[src/rtl/tdm_pkg.sv]
// Shared types and constants for the TDM 1:4 demultiplexer and its slot counter.
package tdm_pkg;

  typedef enum logic {
    HUNT   = 1'b0,
    LOCKED = 1'b1
  } state_e;

  localparam int NUM_SLOTS = 4;
  localparam int SLOT_W    = 2;
  localparam int ERR_CNT_W = 8;
  localparam int MISS_W    = 4;

  typedef logic [SLOT_W-1:0] slot_t;

  // Slot index after a beat; the 2-bit width makes slot 3 wrap to 0.
  function automatic slot_t next_slot(input slot_t cur);
    return cur + slot_t'(1);
  endfunction

endpackage

[src/rtl/tdm_slot_ctr.sv]
// Slot counter (advance, load-to-1, clear) and consecutive missing-sync counter
// (increment with saturation, clear) for the TDM demultiplexer.
module tdm_slot_ctr
  import tdm_pkg::*;
#(
  parameter int MISS_MAX = 2
) (
  input  logic  clk,
  input  logic  rst_n,
  input  logic  slot_adv,
  input  logic  slot_load1,
  input  logic  slot_clr,
  input  logic  miss_inc,
  input  logic  miss_clr,
  output slot_t slot,
  output logic  miss_limit
);

  logic [MISS_W-1:0] miss_q;

  always_ff @(posedge clk or negedge rst_n) begin
    if (!rst_n) begin
      slot <= '0;
    end else if (slot_clr) begin
      slot <= '0;
    end else if (slot_load1) begin
      slot <= slot_t'(1);
    end else if (slot_adv) begin
      slot <= next_slot(slot);
    end
  end

  always_ff @(posedge clk or negedge rst_n) begin
    if (!rst_n) begin
      miss_q <= '0;
    end else if (miss_clr) begin
      miss_q <= '0;
    end else if (miss_inc && (miss_q != '1)) begin
      miss_q <= miss_q + MISS_W'(1);
    end
  end

  // High when one more missing sync would reach the drop-lock threshold.
  assign miss_limit = ((int'(miss_q) + 1) >= MISS_MAX);

endmodule

[src/rtl/tdm_demux1to4.sv]
// TDM 1:4 demultiplexer: rebuilds four channels from a slot-ordered beat stream
// with frame-sync lock tracking. Optional error counter under TDM_DEMUX_ERR_CNT_EN.
module tdm_demux1to4
  import tdm_pkg::*;
#(
  parameter int WIDTH    = 1,
  parameter int MISS_MAX = 2
) (
  input  logic             clk,
  input  logic             rst_n,
  input  logic [WIDTH-1:0] din,
  input  logic             din_valid,
  input  logic             frame_sync,
  output logic             s1,
  output logic             s0,
  output logic [WIDTH-1:0] q0,
  output logic [WIDTH-1:0] q1,
  output logic [WIDTH-1:0] q2,
  output logic [WIDTH-1:0] q3,
  output logic             frame_valid,
  output logic             locked,
  output logic             sync_err
`ifdef TDM_DEMUX_ERR_CNT_EN
  ,
  output logic [ERR_CNT_W-1:0] err_cnt
`endif
);

  // Handshake: din_valid qualifies din and frame_sync together; there is no
  // backpressure, so every valid beat is consumed in the cycle it appears.

  state_e           state_q, state_d;
  slot_t            slot;
  logic             miss_limit;
  logic             slot_adv, slot_load1, slot_clr;
  logic             miss_inc, miss_clr;
  logic             cap_slot0, cap_shadow, commit, err_pulse, drop_lock;
  logic [WIDTH-1:0] shadow0, shadow1, shadow2;

  tdm_slot_ctr #(
    .MISS_MAX(MISS_MAX)
  ) u_slot_ctr (
    .clk       (clk),
    .rst_n     (rst_n),
    .slot_adv  (slot_adv),
    .slot_load1(slot_load1),
    .slot_clr  (slot_clr),
    .miss_inc  (miss_inc),
    .miss_clr  (miss_clr),
    .slot      (slot),
    .miss_limit(miss_limit)
  );

  always_ff @(posedge clk or negedge rst_n) begin
    if (!rst_n) begin
      state_q <= HUNT;
    end else begin
      state_q <= state_d;
    end
  end

  always_comb begin
    state_d    = state_q;
    slot_adv   = 1'b0;
    slot_load1 = 1'b0;
    slot_clr   = 1'b0;
    miss_inc   = 1'b0;
    miss_clr   = 1'b0;
    cap_slot0  = 1'b0;
    cap_shadow = 1'b0;
    commit     = 1'b0;
    err_pulse  = 1'b0;
    drop_lock  = 1'b0;
    if (din_valid) begin
      unique case (state_q)
        HUNT: begin
          if (frame_sync) begin
            state_d    = LOCKED;
            cap_slot0  = 1'b1;
            slot_load1 = 1'b1;
            miss_clr   = 1'b1;
          end
        end
        LOCKED: begin
          if (slot == '0) begin
            if (frame_sync) begin
              cap_slot0  = 1'b1;
              slot_load1 = 1'b1;
              miss_clr   = 1'b1;
            end else if (miss_limit) begin
              state_d   = HUNT;
              slot_clr  = 1'b1;
              miss_clr  = 1'b1;
              drop_lock = 1'b1;
            end else begin
              cap_slot0  = 1'b1;
              slot_load1 = 1'b1;
              miss_inc   = 1'b1;
            end
          end else if (frame_sync) begin
            // Misaligned sync: abandon the partial frame and restart at slot 0.
            err_pulse  = 1'b1;
            cap_slot0  = 1'b1;
            slot_load1 = 1'b1;
            miss_clr   = 1'b1;
          end else if (slot == slot_t'(NUM_SLOTS - 1)) begin
            commit   = 1'b1;
            slot_adv = 1'b1;
          end else begin
            cap_shadow = 1'b1;
            slot_adv   = 1'b1;
          end
        end
        default: state_d = HUNT;
      endcase
    end
  end

  always_ff @(posedge clk or negedge rst_n) begin
    if (!rst_n) begin
      shadow0 <= '0;
      shadow1 <= '0;
      shadow2 <= '0;
    end else begin
      if (cap_slot0) begin
        shadow0 <= din;
      end
      if (cap_shadow) begin
        case (slot)
          slot_t'(1): shadow1 <= din;
          slot_t'(2): shadow2 <= din;
          default:    ;
        endcase
      end
    end
  end

  // All four channels update in the same edge so q never mixes two frames.
  always_ff @(posedge clk or negedge rst_n) begin
    if (!rst_n) begin
      q0          <= '0;
      q1          <= '0;
      q2          <= '0;
      q3          <= '0;
      frame_valid <= 1'b0;
      sync_err    <= 1'b0;
    end else begin
      frame_valid <= commit;
      sync_err    <= err_pulse;
      if (commit) begin
        q0 <= shadow0;
        q1 <= shadow1;
        q2 <= shadow2;
        q3 <= din;
      end
    end
  end

`ifdef TDM_DEMUX_ERR_CNT_EN
  always_ff @(posedge clk or negedge rst_n) begin
    if (!rst_n) begin
      err_cnt <= '0;
    end else if ((err_pulse || drop_lock) && (err_cnt != '1)) begin
      err_cnt <= err_cnt + ERR_CNT_W'(1);
    end
  end
`endif

  assign locked = (state_q == LOCKED);
  assign s1     = slot[1];
  assign s0     = slot[0];

endmodule

[config.mk]
export PLATFORM = sky130hd
export DESIGN_NAME = tdm_demux1to4
export DESIGN_NICKNAME = d
export VERILOG_FILES = /design/src/rtl/tdm_pkg.sv /design/src/rtl/tdm_slot_ctr.sv /design/src/rtl/tdm_demux1to4.sv
export SDC_FILE = /design/constraint.sdc
export NUM_CORES = 1
export LEC_CHECK = 0
export ABC_AREA = 1
export BUFFER_PORTS_ARGS = -buffer_cell sky130_fd_sc_hd__buf_2
export CORE_MARGIN = 2
export CORE_UTILIZATION = 53
export DETAILED_ROUTE_END_ITERATION = 12
export HOLD_SLACK_MARGIN = 0.1
export PLACE_DENSITY_LB_ADDON = 0.12
export SYNTH_ARGS = -nofsm -noshare
export SYNTH_HDL_FRONTEND = slang
export SYNTH_HIERARCHICAL = 1
export SYNTH_SLANG_ARGS = --single-unit
[constraint.sdc]
create_clock -name clk -period 2.2 [get_ports clk]
set_input_delay 0.22 -clock clk [delete_from_list [all_inputs] [get_ports clk]]
set_output_delay 0.22 -clock clk [all_outputs]
set_load 0.02 [all_outputs]
* Yosys cells after proc, flatten, opt, wreduce, memory -nomap -nowiden
Cells that the tools add are included.
** Storage, ports and cells
- Bits in registers :: 16
- Input bits :: 5
- Word-level logic and storage cells :: 70
** Cells by class
- Add/sub/neg operators :: 3
- Magnitude comparators :: 1
- Eq/ne operators :: 4
- Muxes and demuxes :: 43
- Bitwise operators :: 1
- Reductions and logical operators :: 6
** Operator list (number)
- $mux W1 :: 35
- $ge A32 B3 Y1 const B :: 1
- $mux W4 :: 2
- $mux W2 :: 3
- $pmux W1 S2 :: 3
- $add A4 B1 Y5 const B :: 1
- $add A4 B1 Y4 const B :: 1
- $eq A2 B2 Y1 const B :: 2
- $ne A4 B4 Y1 const B :: 1
- $reduce_and A2 Y1 :: 2
- $reduce_bool A3 Y1 :: 1
- $add A2 B1 Y2 const B :: 1
- $eq A2 B1 Y1 const B :: 1
- $logic_not A2 Y1 :: 1
- $reduce_bool A2 Y1 :: 1
- $logic_and A1 B1 Y1 :: 1
- $not A1 Y1 :: 1

* Logic depth before layout (Yosys ltp)
- Depth after elaboration :: 10
- Depth in mapped cells :: 13

* By module
Netlist, hierarchy kept.
** Modules (own cells, without submodules)
- tdm_demux1to4 :: instances 1, cells an instance 57, area each 474.2 um^2
- tdm_slot_ctr :: instances 1, cells an instance 48, area each 362.8 um^2

* Worst setup path before layout
Ideal clock, no wire load.
- Path kind :: register to register
- Start :: reg u_slot_ctr.miss_q[0]
- End :: reg u_slot_ctr.miss_q[0]
- Library setup time :: 65 ps
- Arrival :: 1704 ps
- Slack :: 431 ps
- Cell stages (with the launch flop) :: 11
- Cells stage by stage :: dfrtp_1 > ha_1 > nand2_1 > nor2_1 > nor3_1 > nand3_1 > nor4_1 > nand2_2 > inv_2 > nand3b_1 > nand2_1
** On the way
- Word-level cells in the longest chain between the ends :: 9
- Elaborated cells between the ends (all ways) :: 18
- Classes of those cells :: add/sub (2); order compare (1); eq/ne (1); mux (12); reduce/logical (2)
** RTL lines
- start: declaration :: line tdm_slot_ctr.sv:19 : logic [MISS_W-1:0] miss_q;
- start signal: assignment :: line tdm_slot_ctr.sv:39 : miss_q <= miss_q + MISS_W'(1);
- $add A4 B1 Y5 :: line tdm_slot_ctr.sv:44 : assign miss_limit = ((int'(miss_q) + 1) >= MISS_MAX);
- $ge A32 B3 Y1 :: line tdm_slot_ctr.sv:44
- via miss_limit :: line tdm_demux1to4.sv:34 : logic miss_limit;
- $mux W1 :: line tdm_demux1to4.sv:90 : end else if (miss_limit) begin
- $mux W1 :: line tdm_demux1to4.sv:86 : if (frame_sync) begin
- $mux W1 :: line tdm_demux1to4.sv:85 : if (slot == '0) begin
- $mux W1 :: line tdm_demux1to4.sv:75 : unique case (state_q)
- $mux W1 :: line tdm_demux1to4.sv:74 : if (din_valid) begin
- via miss_inc :: line tdm_demux1to4.sv:36 : logic miss_inc, miss_clr;
- $logic_and A1 B1 Y1 :: line tdm_slot_ctr.sv:38 : end else if (miss_inc && (miss_q != '1)) begin
- $reduce_bool A2 Y1 (no source line)
The timed path passes the listed nets, and every way through them passes these cells. The select of a mux whose other input is x is not followed.
A chain may end at the register's enable or synchronous reset.

* Final worst setup path
Ends and elaborated chain as after synthesis.

==> flow_summary.rst <==
.. list-table::
   :header-rows: 1

   * - Metric
     - Value
   * - Biggest register
     - u_slot_ctr/miss_q
   * - Number of placed I/O pins
     - 14
   * - Worst setup startpoint
     - u_slot_ctr/miss_q[0]
   * - Total global routing track utilization
     - 18.2%
   * - Number of flip-flops under the largest register name
     - 4
   * - Tcrit/Tclk final
     - 86.5%
   * - Crit Path Category
     - flip-flop to flip-flop
   * - Non-filler instance count after layout
     - 139
   * - Final setup violation count
     - 0
   * - Effective utilization at floorplan
     - 56.2%
   * - Vias in the first global route
     - 600
   * - Maximum net fanout on the critical path
     - 6
   * - Source of the worst register-to-register timing path
     - u_slot_ctr/miss_q[0]
   * - Fraction of synthesized cell area in xor and xnor cells
     - 0%
   * - DRC viols
     - 0
   * - Clock Skew
     - 0.00205 ns
   * - Final number of max-transition violations
     - 0
   * - Die Area
     - 0.00191 sq mm
   * - Mean instance size in the synthesized netlist
     - 7.97 sq um
   * - Detailed-route wire length per cell
     - 11.0 um
   * - Area of the core
     - 0.00149 sq mm
   * - Wire length of the first global-routing pass
     - 2620 um
   * - Root buffer cell
     - clkbuf_4
   * - Number of antenna diodes
     - 0
   * - Final TNS setup
     - 0 ns
   * - Simple logic cell fraction of the synthesized area
     - 34.2%
   * - Cell internal power dissipation
     - 0.614 mW
   * - Worst-path clk slew
     - 0.09 ns
   * - Number of warnings printed during yosys synthesis
     - 6
   * - Number of vias after detailed routing
     - 719
   * - Clock sink count
     - 16
   * - Top achievable clock speed
     - 525 MHz
   * - Largest family of logic cells by synthesized area
     - simple AND/OR/NAND/NOR gates
   * - Relative contribution of combinational cells to total power
     - 35.3%
   * - Ratio of total power to cell area
     - 1070 mW/mm^2
   * - Die boundary width
     - 43.7 um
   * - Max rail drop VDD
     - 0.802 mV
   * - Clock Power Share
     - 18.7%
   * - Clock Tree Buf Depth
     - 2
   * - Post-synthesis compound-gate area fraction
     - 7.62%
   * - Total of max-cap violations
     - 0
   * - Seq cells post-synth
     - 16
   * - Number of fill cells in the layout
     - 129
   * - Relative area change from synthesis to final layout
     - 16.4%
   * - Maximum number of pins on one net before global-route repair
     - 17
   * - Port bufs
     - 13
   * - RSZ-0062 raised after global routing
     - no
   * - Critical path required time
     - 2.43 ns
   * - Hold Fails Final Rpt
     - 0
   * - Ratio of cells with drive above 1 in the final layout
     - 23.6%
   * - Result of the run
     - complete, no violations
   * - Top Registers
     - u_slot_ctr/miss_q (4), u_slot_ctr/slot (2)
   * - Critical Path Start Type
     - flip-flop
   * - Kind of end point of the critical path
     - flip-flop
   * - Num CTS Buffers
     - 3
   * - Switching power as a share of total power
     - 41.0%
   * - Adder-cell share of the synthesized area
     - 2.99%
   * - Library cells used by synthesis
     - 22
   * - Routed Wire Length
     - 1530 um
   * - Post-layout min period
     - 1.90 ns
   * - Path depth of the worst reg2reg path
     - 10
   * - Count of H-tree levels built during CTS
     - 1
   * - Drt first-iter violations
     - 39
   * - Estimated wirelength of the detail-placed design
     - 1090 um
   * - Class of the most critical hold timing path
     - input port to flip-flop
   * - Proportion of synthesized chip area in sequential cells
     - 47.8%
   * - Synthesized area
     - 837 sq um
   * - Static leakage
     - 0.520 nW
   * - Number of nets in the final layout
     - 131
   * - Number of rows created at floorplan
     - 14
   * - Post-synthesis net count
     - 112
   * - Clock network latency to the later pin of the worst-skew pair
     - 0.29 ns
   * - Max-slew headroom at the worst pin
     - 72.6%
   * - Number of antenna violations at the first check in global routing
     - 0
   * - Launch point of the worst hold path
     - din_valid
   * - Hold Path Depth
     - 2
   * - Number of cells produced by synthesis
     - 105
   * - Measured slew at the worst slew-check pin
     - 0.411 ns
   * - Floorplan die height
     - 43.7 um
   * - Vias/cell
     - 5.17
   * - CTS tree
     - done
   * - Multiplexer share of the synthesized area
     - 0%
   * - CP Data Arrival Time
     - 2.14 ns
   * - Routability Congestion
     - 0.780
   * - Flop pwr share
     - 46.1%
   * - Detailed-routing iteration count for the pre-antenna-repair pass
     - 4
   * - Total global routing overflow
     - 0
   * - Number of antenna-violating nets in the routed design
     - 0
   * - Sw power
     - 0.427 mW
   * - Cell total after placement
     - 134
## cells in the mapped netlist, drive strengths merged
cell     n  area, sq um
a21oi    4         27.5
nand2   32          128
o21ai    6         30.0
nand4    2         12.5
clkinv   1         5.00
dfrtp   16          400
nor2     9         43.8
or2      1         6.26
a31oi    1         6.26
nor3     2         10.0
nand3b   1         7.51
nor4     1         6.26
nand3   12         72.6
ha       2         25.0
inv     15         56.3
## power groups by stage
stage / sequential [mW] / combinational (mW) / clock [mW]
after floorplan: 0.534 / 0.196 / 0
after global placement: 0.480 / 0.354 / 0
after detailed placement: 0.483 / 0.360 / 0
after CTS: 0.477 / 0.363 / 0.206
after global routing: 0.499 / 0.405 / 0.217
final: 0.479 / 0.367 / 0.195
## metal layers
metal	track usage, %	vias up	part of all wire, %
met2	24.7	33	41
li1	-	376	-
met1	28.3	308	51
met3	2.50	2	7.6
met4	9.09	0	0.52
met5	0	-	0
## layout make-up
type	count	area [sq um]	share of cell area, %
clock buffers	4	36.3	3.72
inverters	16	61.3	6.29
multi-input cells	73	382	39.2
flip-flops and latches	16	400	41.1
well taps	16	20.0	2.05
repair buffers	14	75.1	7.70
## per-stage QoR
stage | utilization, % | power [mW] | hold WS, ns | instance area [sq um] | setup WS [ns]
after global placement | 61.9 | 0.834 | 0.145 | 922 | 0.293
after floorplan | - | 0.730 | -0.0756 | 837 | 0.431
final | 65.5 | 1.04 | 0.172 | 975 | 0.296
after CTS | 65.0 | 1.05 | 0.154 | 968 | 0.182
after global routing | 65.5 | 1.12 | 0.177 | 975 | 0.131
after detailed placement | 61.9 | 0.842 | 0.151 | 922 | 0.216
## worst paths after layout
kind | end | slack [ns]
setup / recovery | u_slot_ctr/miss_q[0] | 0.30
hold / removal | locked | 0.17
setup reg to reg | u_slot_ctr/miss_q[0] | 0.30
hold reg to reg | q1 | 0.48
max in group asynchronous | q2 | 1.58
min in group asynchronous | shadow0 | 0.36
## cell usage in the layout (no fill, tap or decap)
cell / count
a21oi_1: 2
a21oi_2: 2
a31oi_1: 1
buf_2: 13
clkbuf_4: 3
clkbuf_8: 1
clkinv_2: 1
dfrtp_1: 16
dlygate4sd3_1: 1
ha_1: 2
inv_1: 13
inv_2: 2
nand2_1: 29
nand2_2: 3
nand3_1: 11
nand3_4: 1
nand3b_1: 1
nand4_1: 2
nor2_1: 7
nor2_2: 1
nor2_4: 1
nor3_1: 2
nor4_2: 1
o21ai_0: 2
o21ai_1: 4
or2_1: 1
## critical path: stages, from the launching register on
cell and delay (ns):
dfrtp_1 0.45, ha_1 0.25, nand2_1 0.11, nor2_1 0.05
nor3_1 0.14, nand3_1 0.13, nor4_2 0.35, nand2_2 0.14
inv_2 0.09, nand3b_1 0.07, nand2_1 0.06
## cells by family after synthesis
family | count (synthesis)
AND/OR/NAND/NOR | 60
AO/OA/AOI/OAI | 11
flip-flops | 16
buffers and inverters | 16
adder cells (fa/ha/maj) | 2
## timing repair
item | in CTS | in global routing
buffers inserted | 0 | 0
endpoints found under the setup margin | 0 | 4
hold endpoints to repair | 16 | 0
hold buffers | 1 | 0
resized for setup | 0 | 1
No activity file was read; power rests on OpenSTA's default activity.
